`src/rtl/xbus_fifo_mailbox.sv`:
```
`default_nettype none
// ============================================================================
// Module      : xbus_fifo_mailbox
// Description : XBUS slave mailbox. A DEPTH-entry FIFO is pushed and popped
//               through the DATA register. STATUS, CTRL and sticky FLAGS sit
//               alongside it. Every access is acknowledged after exactly one
//               cycle.
//               Optional macro XFIFO_IRQ_EN adds a level interrupt on
//               COUNT >= THRESH or OVF.
// Revision    : 1.0 - initial release
// ============================================================================
module xbus_fifo_mailbox #(
  parameter int DEPTH      = 16,
  parameter int THRESH_RST = 8
) (
  input  logic        CLK,
  input  logic        RES,
  input  logic        XDREQ,
  input  logic        XRD,
  input  logic        XWR,
  input  logic [3:0]  XBE,
  input  logic [31:0] XADDR,
  input  logic [31:0] XATAI,
  output logic [31:0] XATAO,
  output logic        XDACK,
  output logic        XIRQ
);

  localparam int              AW           = $clog2(DEPTH);
  localparam logic [AW-1:0]   c_ptr_one    = AW'(1);
  localparam logic [AW:0]     c_cnt_one    = (AW+1)'(1);
  localparam logic [AW:0]     c_cnt_full   = (AW+1)'(DEPTH);
  localparam logic [7:0]      c_thresh_rst = 8'(THRESH_RST);

  localparam logic [1:0]      c_reg_data   = 2'd0;
  localparam logic [1:0]      c_reg_status = 2'd1;
  localparam logic [1:0]      c_reg_ctrl   = 2'd2;
  localparam logic [1:0]      c_reg_flags  = 2'd3;

  typedef enum logic [0:0] {
    IDLE = 1'b0,
    ACK  = 1'b1
  } state_t;

  state_t          r_state;
  state_t          w_state_nxt;
  logic            w_start;

  logic [31:0]     r_mem [DEPTH];
  logic [AW-1:0]   r_wptr;
  logic [AW-1:0]   r_rptr;
  logic [AW:0]     r_count;
  logic [7:0]      r_thresh;
  logic            r_ovf;
  logic            r_unf;
  logic [31:0]     r_rdata;

  logic            w_wr;
  logic            w_rd;
  logic [1:0]      w_sel;
  logic            w_full;
  logic            w_empty;
  logic            w_push;
  logic            w_pop;
  logic            w_push_ok;
  logic            w_pop_ok;
  logic            w_clear;
  logic            w_ctrl_wr;
  logic            w_flags_wr;
  logic            w_ien;
  logic [31:0]     w_wdata;
  logic [31:0]     w_rdval;

  // Only XADDR[3:2] is decoded; the rest is deliberately ignored.
  logic            w_unused_addr;
  assign w_unused_addr = ^{XADDR[31:4], XADDR[1:0]};

  // A simultaneous read and write qualifier is treated as a write.
  assign w_wr       = XWR;
  assign w_rd       = XRD & ~XWR;
  assign w_sel      = XADDR[3:2];
  assign w_full     = (r_count == c_cnt_full);
  assign w_empty    = (r_count == '0);

  assign w_push     = w_start & w_wr & (w_sel == c_reg_data);
  assign w_pop      = w_start & w_rd & (w_sel == c_reg_data);
  assign w_push_ok  = w_push & ~w_full;
  assign w_pop_ok   = w_pop & ~w_empty;
  assign w_ctrl_wr  = w_start & w_wr & (w_sel == c_reg_ctrl);
  assign w_flags_wr = w_start & w_wr & (w_sel == c_reg_flags);
  assign w_clear    = w_ctrl_wr & XBE[0] & XATAI[0];

  // Bytes without an enable are stored as zero.
  assign w_wdata = {XBE[3] ? XATAI[31:24] : 8'h00,
                    XBE[2] ? XATAI[23:16] : 8'h00,
                    XBE[1] ? XATAI[15:8]  : 8'h00,
                    XBE[0] ? XATAI[7:0]   : 8'h00};

  // Bus state register; an asserted reset aborts any transfer in flight.
  always_ff @(posedge CLK or posedge RES) begin
    if (RES) r_state <= IDLE;
    else     r_state <= w_state_nxt;
  end

  // Next state: accept a qualified request in IDLE, acknowledge for one cycle.
  always_comb begin
    w_state_nxt = r_state;
    w_start     = 1'b0;
    case (r_state)
      IDLE: begin
        if (XDREQ && (XRD || XWR)) begin
          w_state_nxt = ACK;
          w_start     = 1'b1;
        end
      end
      ACK:     w_state_nxt = IDLE;
      default: w_state_nxt = IDLE;
    endcase
  end

  assign XDACK = (r_state == ACK);

  // Read mux; a pop from an empty FIFO returns zero.
  always_comb begin
    w_rdval = 32'h0;
    case (w_sel)
      c_reg_data:   w_rdval = w_empty ? 32'h0 : r_mem[r_rptr];
      c_reg_status: w_rdval = {8'h00, r_thresh, 6'h00, w_full, w_empty, 8'(r_count)};
      c_reg_ctrl:   w_rdval = {16'h0000, r_thresh, 6'h00, w_ien, 1'b0};
      c_reg_flags:  w_rdval = {30'h0, r_unf, r_ovf};
      default:      w_rdval = 32'h0;
    endcase
  end

  // Read data is captured on the accept edge and held only through ACK.
  always_ff @(posedge CLK or posedge RES) begin
    if (RES)                 r_rdata <= 32'h0;
    else if (w_start & w_rd) r_rdata <= w_rdval;
    else                     r_rdata <= 32'h0;
  end

  assign XATAO = r_rdata;

  // FIFO storage has no reset; stale entries are invisible while empty.
  always_ff @(posedge CLK) begin
    if (w_push_ok) r_mem[r_wptr] <= w_wdata;
  end

  // Pointers and occupancy; CLEAR empties the FIFO on the accept edge.
  always_ff @(posedge CLK or posedge RES) begin
    if (RES) begin
      r_wptr  <= '0;
      r_rptr  <= '0;
      r_count <= '0;
    end else if (w_clear) begin
      r_wptr  <= '0;
      r_rptr  <= '0;
      r_count <= '0;
    end else if (w_push_ok) begin
      r_wptr  <= r_wptr + c_ptr_one;
      r_count <= r_count + c_cnt_one;
    end else if (w_pop_ok) begin
      r_rptr  <= r_rptr + c_ptr_one;
      r_count <= r_count - c_cnt_one;
    end
  end

  // Threshold register and sticky overflow/underflow flags (write-1-to-clear).
  always_ff @(posedge CLK or posedge RES) begin
    if (RES) begin
      r_thresh <= c_thresh_rst;
      r_ovf    <= 1'b0;
      r_unf    <= 1'b0;
    end else begin
      if (w_ctrl_wr && XBE[1])            r_thresh <= XATAI[15:8];
      if (w_push && w_full)               r_ovf    <= 1'b1;
      else if (w_flags_wr && XBE[0] && XATAI[0]) r_ovf <= 1'b0;
      if (w_pop && w_empty)               r_unf    <= 1'b1;
      else if (w_flags_wr && XBE[0] && XATAI[1]) r_unf <= 1'b0;
    end
  end

`ifdef XFIFO_IRQ_EN
  logic r_ien;
  logic r_irq;

  // Interrupt enable bit held in CTRL[1].
  always_ff @(posedge CLK or posedge RES) begin
    if (RES)                      r_ien <= 1'b0;
    else if (w_ctrl_wr && XBE[0]) r_ien <= XATAI[1];
  end

  // Level interrupt registered from the state left by the previous edge.
  always_ff @(posedge CLK or posedge RES) begin
    if (RES) r_irq <= 1'b0;
    else     r_irq <= r_ien & ((9'(r_count) >= {1'b0, r_thresh}) | r_ovf);
  end

  assign w_ien = r_ien;
  assign XIRQ  = r_irq;
`else
  assign w_ien = 1'b0;
  assign XIRQ  = 1'b0;
`endif

endmodule
`default_nettype wire
```
`config.mk`:
```
export PLATFORM = sky130hd
export DESIGN_NAME = xbus_fifo_mailbox
export DESIGN_NICKNAME = d
export VERILOG_FILES = /design/src/rtl/xbus_fifo_mailbox.sv
export SDC_FILE = /design/constraint.sdc
export NUM_CORES = 1
export LEC_CHECK = 0
export CAP_MARGIN = 10
export CORE_MARGIN = 3
export CORE_UTILIZATION = 40
export CTS_CLUSTER_SIZE = 28
export DETAILED_ROUTE_END_ITERATION = 16
export DONT_BUFFER_PORTS = 1
export HOLD_SLACK_MARGIN = 0.1
export PLACE_DENSITY = 0.59
export SLEW_MARGIN = 20
export SYNTH_ARGS = -nofsm -noshare
export SYNTH_HDL_FRONTEND = slang
export SYNTH_SLANG_ARGS = --single-unit
export TNS_END_PERCENT = 1
```
`constraint.sdc`:
```
create_clock -name CLK -period 5.6 [get_ports CLK]
set_input_delay 0.84 -clock CLK [delete_from_list [all_inputs] [get_ports CLK]]
set_output_delay 0.84 -clock CLK [all_outputs]
set_load 0.05 [all_outputs]
```
Word-level counts from Yosys, hierarchy flattened
Memory sizes are Yosys's and may differ from the RTL's.
Index checks and enable logic that the tools add are counted.

operators by class
  add/sub/neg operators = 4
  eq/ne operators = 5
  muxes and demuxes = 24
  bitwise logic cells = 15
  reductions and logical operators = 16

operator list
  cell                   count
  $pmux W32 S4           1
  $mux W32               2
  $mux W8                4
  $mux W4                5
  $mux W5                3
  $and A1 B1 Y1          11
  $add A4 B1 Y4 const B  2
  $mux W1                8
  $reduce_bool A2 Y1     4
  $logic_and A1 B1 Y1    7
  $add A5 B1 Y5 const B  1
  $eq A5 B5 Y1 const B   1
  $logic_not A5 Y1       1
  $sub A5 B1 Y5 const B  1
  $eq A2 B2 Y1 const B   2
  $not A1 Y1             4
  $reduce_bool A3 Y1     1
  $eq A2 B1 Y1 const B   1
  $logic_not A2 Y1       1
  $ne A2 B1 Y1 const B   1
  $pmux W1 S2            1
  $reduce_and A2 Y1      1
  $logic_or A1 B1 Y1     1

storage, ports and cells
  flip-flop bits (word level) = 56
  memory bits (writable) = 512
  bits of input ports = 73
  memories = 1

memories
  memory  words  width  read ports  clocked after Yosys merged registers in  write ports  line  RTL
  r_mem   16     32     1           0                                        1            49    logic [31:0] r_mem [DEPTH];

Depth between registers and ports, before layout
  depth after elaboration = 10
  depth in mapped cells = 9
  gate-level depth less buffers = 9

Worst setup path after synthesis
OpenSTA, ideal clock, no wires.

  path kind = input -> register
  start = input XWR
  end = memory r_mem[0][0] (enable)
  library setup time = 0.501 ns
  data arrival time = 4.706 ns
  setup slack = 0.393 ns
  stages = 4
  path buffers = 0
  cells stage by stage = nand3b_1 -> a2111oi_4 -> inv_1 -> nor4_1

between the ends
  word-level cells in the longest chain between the ends = 9

RTL lines
  item                             line  RTL
  start, declared                  20    input logic XWR,
  $logic_or A1 B1 Y1               111   if (XDREQ && (XRD || XWR)) begin
  $logic_and A1 B1 Y1              111
  $mux W1                          111
  $mux W1                          109   case (r_state)
  $and A1 B1 Y1 * (2 in a row)     85    assign w_push = w_start & w_wr & (w_sel == c_reg_data);
  $and A1 B1 Y1 *                  87    assign w_push_ok = w_push & ~w_full;
  $mux W1 *                        146   if (w_push_ok) r_mem[r_wptr] <= w_wdata;
  $mux W1 (implied by the code) *  146
  end, declared                    49

Every way passes the cells marked *; elsewhere a longest branch is shown, timed or not.

Final worst setup path
  start = register r_state, in the netlist XDACK
  end = memory r_mem[8][10] (enable)

between the ends
  word-level cells in the longest chain between the ends = 6

RTL lines
  item                           line  RTL
  start, declared                45    state_t r_state;
  start signal, assigned         102   else r_state <= w_state_nxt;
  $mux W1                        109
  $and A1 B1 Y1 (2 in a row)     85
  $and A1 B1 Y1                  87
  $mux W1                        146
  $mux W1 (implied by the code)  146

No other way between the ends.

==> flow_metrics.tcl <==
set metrics [dict create \
    muxShareOfSynthArea_pct 14.10 \
    met1_usage_pct 25.24 \
    clk_pin_slew_ns 0.06 \
    numPortBuffers 0 \
    ir_drop_v 0.0002169 \
    dieArea_um2 58190 \
    clkLatencyLatePin_ns 0.62 \
    vias 10560 \
    drc_errors 0 \
    stdcell_area_um2 24980 \
    drv_cap 0 \
    cts-root-buf "clkbuf_16" \
    post_synth_xor_area_fraction_pct 0.3561 \
    grt_pass1_wl_um 74240 \
    crit_top_cell "nand3b_1" \
    yosysTopAreaCell "edfxtp_1" \
    vias_per_cell 5.706 \
    hold_path_class "in -> async" \
    ant_nets 0 \
    fmax_ghz 0.2395 \
    antenna_found_initial 7 \
    relSlewSlack_pct 33.87 \
    setup_viol 0 \
    areaGrowthSynthToFinish_pct 12.86 \
    io_pins 107 \
    slew_violations 0 \
    yosys_warnings 0 \
    grt_usage_pct 17.69 \
    gr-usage-met3_pct 3.165 \
    worst_slew_pin_slew_ns 0.9918 \
    cp-end-kind "flop" \
    ys_types 49 \
    synthSimpleGateAreaFrac_pct 3.477 \
    synthArstFlopShare_pct 9.859 \
    grt-ovfl-total 0 \
    synth.top_cells.by_area "edfxtp_1 (69%), mux4_2 (12%), dfrtp_1 (6.2%)" \
    cts_tree "yes" \
    slowest_delay_ns 0.88 \
    cts_buffers 57 \
    crit_buf_inv 1 \
    fillers 4515 \
    synth_edf_count 512 \
    drtIter0Drc 1105 \
    arrival_ns 4.45 \
    place_area_um2 23010 \
    post-route-period-util_pct 74.55 \
    die_y_um 241.2 \
    status "finished, final reports clean" \
    use_met2_pct 27.92 \
    worstSetupStartpointType "flop" \
    die_w_um 241.2 \
    ys_seq_elements 568 \
    start_util_pct 40.81 \
    gp_congestion 0.7598 \
    yosys.area_share.adder_pct 0.5992 \
    synth_compound_area_share_pct 3.776 \
    core_area_um2 54240 \
    synth_common_cells "edfxtp_1 (512), mux4_2 (122), dfrtp_1 (55)" \
    top_usage_layer "met2" \
    grt_max_degree 63 \
    cts_resized 0 \
    clockBufferDepth 3 \
    ys.flop_type "edfxtp_1" \
    dp_hpwl_um 28410 \
    cp.required_ns 5.88 \
    fin_skew_ns 0.02287 \
    hold_violations 0 \
    fin_setup_tns_ns 0 \
    wl_per_cell_um 27.29 \
    syn_avg_cell_area_um2 20.69 \
    cp_slowest_cell "a2111oi_4" \
    clkSinkCount 568 \
    synthMostInstantiatedCell "edfxtp_1" \
    grt_setup_unrepaired "false" \
    crit_family "simple AND/OR/NAND/NOR gates" \
    synth_top_family_by_area "multiplexers" \
    synth_nets 1153 \
    p_leak_uw 0.008139 \
    drt_pass1_iterations 4 \
    yosysSeqAreaShare_pct 75.80 \
    cts_setup_buffers 0 \
    cts_max_level 2 \
    yosysTopAreaCellShare_pct 69.46 \
    drive_above_1_share_pct 24.65 \
    cp_cell_sequence "nand3b_1, a2111oi_4, nand3b_1, nor2_4, buf_4" \
    fin_crit_ns 4.175 \
    synth_cells 1070 \
    cts_hold_buf 0 \
    rows 85 \
    grt_pass1_vias 10880 \
    final_util_pct 46.06 \
    drt-total-wl_um 50480 \
    cp_max_fo 20 \
    power.density_nw_per_um2 436.8 \
    critical_path_class "reg -> reg" \
    nets 1187 \
    synth_area_um2 22130 \
]
worst paths after layout:
check                               end  startpoint  slack, ns  cells past startpoint
max                        r_mem[8][10]       XDACK       1.43                      5
max reg2reg                r_mem[8][10]       XDACK       1.43                      5
min                            XATAO[5]         RES       0.34                      2
max in group asynchronous     r_rptr[2]         RES       4.56                      2
min in group CLK            r_thresh[6]   XATAI[14]       0.38                      1
min reg2reg                       r_ovf       r_ovf       0.49                      2
cells in the final DEF, fill, tap and decap left out, types with 10 or more instances in the layout:
cell type / instances
nor2_1: 24
a22o_1: 17
edfxtp_1: 512
a21oi_1: 10
inv_1: 10
dfrtp_1: 52
mux2i_1: 25
clkinv_2: 12
and2_1: 42
mux2_2: 11
a211oi_1: 24
a22oi_1: 33
mux4_2: 122
buf_4: 31
nand2_1: 37
clkbuf_16: 59
where the power goes:
part,internal [uW],leakage [uW],switching [uW]
combinational,999,0.00176,929
sequential,4720,0.00542,320
clock,2380,0.000963,1570
metal layers:
layer / vias up / wire, um / part of all wire (%)
met5: - / 29 / 0.057
met2: 345 / 24170 / 48
li1: 4451 / - / -
met1: 5675 / 21750 / 43
met4: 4 / 1223 / 2.4
met3: 82 / 3307 / 6.6
sequential cells by signal, indices dropped and copies added (netlist names):
name,cells
r_mem,512
XATAO,32
r_thresh,8
r_count,5
r_rptr,4
r_wptr,4
XDACK,1
r_ovf,1
r_unf,1
worst reg2reg max path, stage by stage, from the launching register on:
cell and delay (ns):
dfrtp_1 0.71, nand3b_1 0.57, a2111oi_4 0.89, nand3b_1 0.46, nor2_4 0.79, buf_4 0.41
metrics by stage:
step | setup WS (ns) | std cells | hold WS [ns] | total power (uW)
final | 1.425 | 1850 | 0.3380 | 10910
after global routing | 1.286 | 1849 | 0.3570 | 11360
after CTS | 1.438 | 1848 | 0.3405 | 11030
after detailed placement | 1.477 | 1741 | 0.4714 | 7090
after global placement | 1.531 | 1741 | 0.4691 | 7066
after floorplan | 0.3927 | 1070 | 0.4480 | 6649
kinds of logic after synthesis:
logic type               after synthesis
XOR/XNOR                               9
AND/OR/NAND/NOR                      146
flip-flops                           568
AO/OA/AOI/OAI                        109
other                                  1
multiplexers                         158
adder cells (fa/ha/maj)               10
buffers and inverters                 69
cell type report:
class	count	area, um2	share of cell area [%]
flip-flops and latches	568	16790	67.20
multi-input cells	433	5036	20.16
clock buffers	75	1607	6.431
well taps	696	870.8	3.486
clock inverters	32	360.3	1.443
repair buffers	33	272.8	1.092
inverters	11	42.54	0.1703
diodes	2	5.005	0.02004
Power figures use the tool's default switching activity.
